### src/rtl/controlador_entrada.sv
// Purpose: answers the processor's IN request by latching the switch bank on a debounced key press.
// Latency: libera one cycle after PRESSIONA sees botao_db low; key edge to botao_db is 2 + DEBOUNCE_CYCLES edges.
// Backpressure: the processor stalls on wait_req until libera; no re-arm until wait_req drops.
module controlador_entrada #(
    parameter int DEBOUNCE_CYCLES = 50000,
    parameter int CNT_W           = 16,
    parameter bit SIGN_EXT        = 1'b0
) (
    input  logic        clk,
    input  logic        reset,
    input  logic        wait_req,
    input  logic        botao,
    input  logic [15:0] switches,
    output logic [31:0] dado_sw32,
    output logic        libera,
    output logic        aguardando
);

    typedef enum logic [2:0] {
        OCIOSO    = 3'd0,
        ARMA      = 3'd1,
        PRESSIONA = 3'd2,
        LIBERA    = 3'd3,
        CONCLUI   = 3'd4
    } estado_t;

    localparam logic [CNT_W-1:0] CNT_LAST = CNT_W'(DEBOUNCE_CYCLES - 1);
    localparam logic [CNT_W-1:0] CNT_MAX  = {CNT_W{1'b1}};

    logic             sync1_q, sync2_q;
    logic             botao_db_q, botao_db_d;
    logic [CNT_W-1:0] cnt_q, cnt_d;
    estado_t          estado_q, estado_d;
    logic [31:0]      dado_q, dado_d;
    logic [31:0]      sw_ext;

    // Two-flop synchronizer for the asynchronous key; idles at released (1).
    always_ff @(posedge clk) begin
        if (reset) begin
            sync1_q <= 1'b1;
            sync2_q <= 1'b1;
        end else begin
            sync1_q <= botao;
            sync2_q <= sync1_q;
        end
    end

    // Debounce: accept a new level only after it has differed for DEBOUNCE_CYCLES samples.
    always_comb begin
        botao_db_d = botao_db_q;
        cnt_d      = cnt_q;
        if (sync2_q == botao_db_q) begin
            cnt_d = '0;
        end else if (cnt_q == CNT_LAST) begin
            botao_db_d = sync2_q;
            cnt_d      = '0;
        end else if (cnt_q != CNT_MAX) begin
            cnt_d = cnt_q + 1'b1;
        end
    end

    // Debounce state registers.
    always_ff @(posedge clk) begin
        if (reset) begin
            botao_db_q <= 1'b1;
            cnt_q      <= '0;
        end else begin
            botao_db_q <= botao_db_d;
            cnt_q      <= cnt_d;
        end
    end

    // Switch word as the processor sees it: zero- or sign-extended from bit 15.
    always_comb begin
        sw_ext = {16'h0000, switches};
        if (SIGN_EXT) begin
            sw_ext = {{16{switches[15]}}, switches};
        end
    end

    // Request FSM: wait for a release, then a press; withdrawal of wait_req aborts.
    always_comb begin
        estado_d = estado_q;
        dado_d   = dado_q;
        case (estado_q)
            OCIOSO: begin
                if (wait_req) estado_d = ARMA;
            end
            ARMA: begin
                if (!wait_req)      estado_d = OCIOSO;
                else if (botao_db_q) estado_d = PRESSIONA;
            end
            PRESSIONA: begin
                if (!wait_req) begin
                    estado_d = OCIOSO;
                end else if (!botao_db_q) begin
                    estado_d = LIBERA;
                    dado_d   = sw_ext;
                end
            end
            LIBERA: begin
                estado_d = CONCLUI;
            end
            CONCLUI: begin
                if (!wait_req) estado_d = OCIOSO;
            end
            default: begin
                estado_d = OCIOSO;
            end
        endcase
    end

    // FSM state and latched data word.
    always_ff @(posedge clk) begin
        if (reset) begin
            estado_q <= OCIOSO;
            dado_q   <= '0;
        end else begin
            estado_q <= estado_d;
            dado_q   <= dado_d;
        end
    end

    assign dado_sw32  = dado_q;
    assign libera     = (estado_q == LIBERA);
    assign aguardando = (estado_q == ARMA) || (estado_q == PRESSIONA);

endmodule

### config.mk
export PLATFORM = sky130hd
export DESIGN_NAME = controlador_entrada
export DESIGN_NICKNAME = d
export VERILOG_FILES = /design/src/rtl/controlador_entrada.sv
export SDC_FILE = /design/constraint.sdc
export NUM_CORES = 1
export LEC_CHECK = 0
export ABC_CLOCK_PERIOD_IN_PS = 4000
export BUFFER_PORTS_ARGS = -buffer_cell sky130_fd_sc_hd__buf_2
export CAP_MARGIN = 20
export CORE_MARGIN = 2
export CORE_UTILIZATION = 25
export CTS_CLUSTER_DIAMETER = 40
export CTS_CLUSTER_SIZE = 16
export DETAILED_ROUTE_END_ITERATION = 6
export PLACE_DENSITY = 0.49
export SYNTH_ARGS = -nofsm -noshare
export SYNTH_HDL_FRONTEND = slang
export SYNTH_SLANG_ARGS = --single-unit
export TNS_END_PERCENT = 20
### constraint.sdc
create_clock -name clk -period 4 [get_ports clk]
set_input_delay 0.4 -clock clk [delete_from_list [all_inputs] [get_ports clk]]
set_output_delay 0.4 -clock clk [all_outputs]
set_load 0.02 [all_outputs]
* Word level (Yosys, flattened, before mapping) *
Cells that the tools add are included.

cells by class
  bitwise operators = 2
  reductions and logical operators = 6
  mux-type cells = 7
  order comparisons = 0
  equality and inequality tests = 11
  shift operators = 0
  divide/modulo/power cells = 0
  $mul = 0
  add/subtract/negate cells = 1

operators by type and width
  kind                                                  count
  2-to-1 mux 3 bit                                      6
  adder 16 x 1 -> 16 bit (second input constant)        1
  equality test 16 bit (second input constant)          1
  inequality test 16 bit (second input constant)        1
  one-hot mux 3 bit (5 select lines)                    1
  equality test 3 x 2 -> 1 bit (second input constant)  2
  inequality test 3 bit (second input constant)         2
  inequality test 2 bit (second input constant)         2
  AND reduction 4 bit                                   1
  equality test 3 x 1 -> 1 bit (second input constant)  1
  equality test 3 bit (second input constant)           1
  logical NOT 3 bit                                     1
  AND reduction 3 bit                                   1
  OR reduction 3 bit                                    1
  inverter 1 bit                                        2
  AND reduction 2 bit                                   1
  equality test 1 bit                                   1
  logical OR 1 bit                                      1

storage, ports and cells
  memories kept = 0
  RAM bits = 0
  bits in latches = 0
  register bits = 38
  word-level logic and storage cells = 33
  ROM bits = 0

* Longest topological paths before layout *
  depth after elaboration = 3
  depth in mapped cells = 7
  gate-level depth less buffers = 5

* Worst setup path before layout *
OpenSTA, ideal clock, no wires.

  path kind = flip-flop to flip-flop
  start = register cnt_q[4]
  end = register cnt_q[11]
  stages on the path, launching flop included = 7
  required time = 3,875 ps
  path slack = 2,282 ps
  data arrival time = 1,592 ps
  period minus slack after synthesis = 1,718 ps
  path buffers = 2
  cells stage by stage = dfxtp_1 or4b_1 nor4_2 or3_1 buf_4 buf_6 a21oi_1

between the ends
  longest elaborated chain between the ends = 2
  elaborated cells between the ends (all ways) = 4
  classes of those cells = add/sub (1); eq/ne (2); reduce/logical (1)

ends and longest elaborated chain
  what                                                            RTL line  RTL
  from (decl)                                                     32        logic [CNT_W-1:0] cnt_q, cnt_d;
  from (signal assigned)                                          69        cnt_q <= cnt_d;
  branches (longest 2 deep; another with adder 16 x 1 -> 16 bit)  n/a

Parallel ways; which one is timed is not known.
A chain may end at the register's enable or synchronous reset.

* Worst setup path after layout *
  start = register cnt_q[4]
  end = register cnt_q[6]

Same word-level chain as after synthesis.

==> results.ini <==
[route]
drt-total-wl_mm=3.711
vias_per_cell=4.485
drt-pass1-iter-count=4
route.vias.total=1471
avgRoutedWirePerCell_microns=11.31
ant_nets=0
drc=0
drt_iter0_markers=81

[synth]
yosysSeqAreaShare=0.4384
syn_area_sq_mm=0.001735
yosys.area_share.simple=0.2898
synth_xor_area_frac=0.02019
synth-compound-area-share=0.1182
muxShareOfSynthArea=0.01802
yosys.area_share.adder=0.007210
synth_edf_count=0
syn_area_per_cell_sq_um=8.225
syn_inst=211
yosysWarnings=0
synthFlopType=dfxtp_1
async_reset_ff_frac=0
synthDistinctLibCells=37
synth_top_family_by_area=simple AND/OR/NAND/NOR gates
ys_ff_latch=38

[global_routing]
track_usage=0.1001
grt_pass1_vias=1358
grt_pass1_wl_mm=6.099
grt_antenna_before_repair=0
grt_max_degree=24
gr-total-overflow=0

[outcome]
outcome=completed

[final_layout]
fin_nets=268
multi_input_area_sq_um=847.1
drive_above_1_share=0.2097
final_cell_mix=38 x nand2_1, 38 x dfxtp_1, 37 x buf_2
area_growth_pct=18.82
num-fill-cells=718
regArea_sq_um=760.7
diodes=0

[sta]
relSlewSlack=0.5832
fmax_mhz=480.5
worst_slew_pin_slew_ns=0.6234
finalSetupTns_ns=0
setup_viol=0
fin_crit_sh=0.5203
final.setup_skew_ns=0.01027
hold_violations=0
hold-worst-slack_ns=0.2971
timing.final.max_slew_violations=0
period_minus_slack_ns=2.081
rsz0062_at_grt=false

[power]
leakage_nw=0.7706
p_sw_frac=0.2005
p_per_area_mw_per_mm2=399.3
share_seq_of_total_power=0.465
switchingPower_uw=165.1
power.share.clock=0.490
p_int_uw=658.2
ir_drop_mv=0.1347
comb_power_share=0.045

[worst_setup_path]
reg2reg_slack_ns=1.92
worstRegToRegCells=4
worstPathArrival_ns=2.23
crit_required_ns=4.15
critPathKind=flip-flop to flip-flop
critPathLaunchType=flip-flop
cp-startpoint=cnt_q[4]
worstReg2RegStart=cnt_q[4]
critical_path.max_fanout=16
timing.rr.end=cnt_q[6]
end_kind=flip-flop

[worst_hold_path]
hold_depth=2
min_to=sync1_q
hp-class=input pin to flip-flop
worst_hold_startpoint=botao

[clock_network]
cts_tree=done
path_clk_slew_ns=0.07
cts_root_buf=clkbuf_8
post_cts_resized=0
cts_setup_buffers=0
cts.path.max_buffers=2
clock_sink_count=38
h-tree-depth=2
cts-buffers-inserted=5
postCtsHoldBufs=0
clk_latency_ns=0.29

[die]
design.die.area_sq_mm=0.007624
start_util=0.2569
die_h_microns=87.32
coreArea_sq_mm=0.006756
die_w_microns=87.32
ios=54
row_count=30

[placement]
dpl.hpwl_mm=2.632
numPortBuffers=37
place_congestion=0.7961

[flow_run]
maxCapViolations=0

## per-layer routing
| metal | part of all wire | vias up | track usage |
|---|---|---|---|
| met4 | 0.011 | 0 | 0.02517 |
| li1 | - | 769 | - |
| met2 | 0.42 | 39 | 0.1694 |
| met1 | 0.50 | 658 | 0.1183 |
| met3 | 0.066 | 5 | 0.03886 |
| met5 | 0 | - | 0 |
## per-stage QoR
step	cell area [sq um]	total power, mW	setup WS (ns)	util	instances
floorplan	1792	0.4283	2.283	-	226
global placement	1919	0.4285	1.970	0.2841	320
detailed placement	1919	0.4289	1.910	0.2841	320
CTS	2062	0.8348	1.898	0.3052	328
global route	2062	0.8517	1.775	0.3052	328
finish	2062	0.8234	1.919	0.3052	328
## power groups by stage
stage	Sequential, mW	Clock (mW)	Combinational (mW)
5_1_grt	0.383	0.428	0.0408
6_report	0.383	0.404	0.0369
3_3_place_gp	0.392	0	0.0368
2_1_floorplan	0.391	0	0.0372
3_5_place_dp	0.392	0	0.0372
4_1_cts	0.383	0.415	0.0375
## worst max path at each step
stage                end  cells after the start
6_report        cnt_q[6]                      4
3_5_place_dp   cnt_q[10]                      4
3_3_place_gp   cnt_q[14]                      4
4_1_cts         cnt_q[6]                      4
2_1_floorplan  cnt_q[11]                      6
5_1_grt        cnt_q[14]                      4
## worst max-delay path, stage by stage, from the launching register on
cell and delay [ns]:
dfxtp_1 0.36, or4b_1 0.55, nor4_2 0.35, or3_1 0.54
nor3_1 0.13
## kinds of logic (layout without fill, tap and decap cells)
kind of cell,count (synthesis),count (layout)
simple gates,98,98
buf+inv,29,51
mux,3,3
xor+xnor,4,4
fa+ha+maj,1,1
compound gates,37,37
flops,38,38
other cells,1,16
## cells in the mapped netlist (2+ instances only)
master	count	area, sq um
o21ai_0	5	25.02
nor4_1	2	12.51
nor2_1	17	63.81
xnor2_1	3	26.28
nor3_1	6	30.03
nand2_1	38	142.6
nor4_2	2	25.02
buf_4	18	135.1
o31ai_1	3	22.52
and3_1	2	12.51
nand4_1	4	25.02
dfxtp_1	38	760.7
nand3_1	6	30.03
a21oi_1	24	120.1
or4_1	4	30.03
inv_1	5	18.77
mux2i_1	2	20.02
nor4b_1	2	17.52
a31oi_1	2	12.51
clkbuf_1	5	18.77
or3_1	5	31.28
nor2b_1	2	12.51
or2_2	2	12.51
## flip-flops by register name (all words and copies together), names as in the netlist
register    count
botao_db_q      1
cnt_q          16
dado_sw32      16
estado_q        3
sync1_q         1
sync2_q         1
## final cells by class
| class | instances | share of cell area |
|---|---|---|
| Multi-Input combinational cell | 159 | 0.4108 |
| Sequential cell | 38 | 0.3689 |
| Timing Repair Buffer | 38 | 0.09345 |
| Tap cell | 80 | 0.04854 |
| Clock buffer | 6 | 0.04005 |
| Clock inverter | 2 | 0.02913 |
| Inverter | 5 | 0.009102 |
Power figures use the tool's default switching activity.
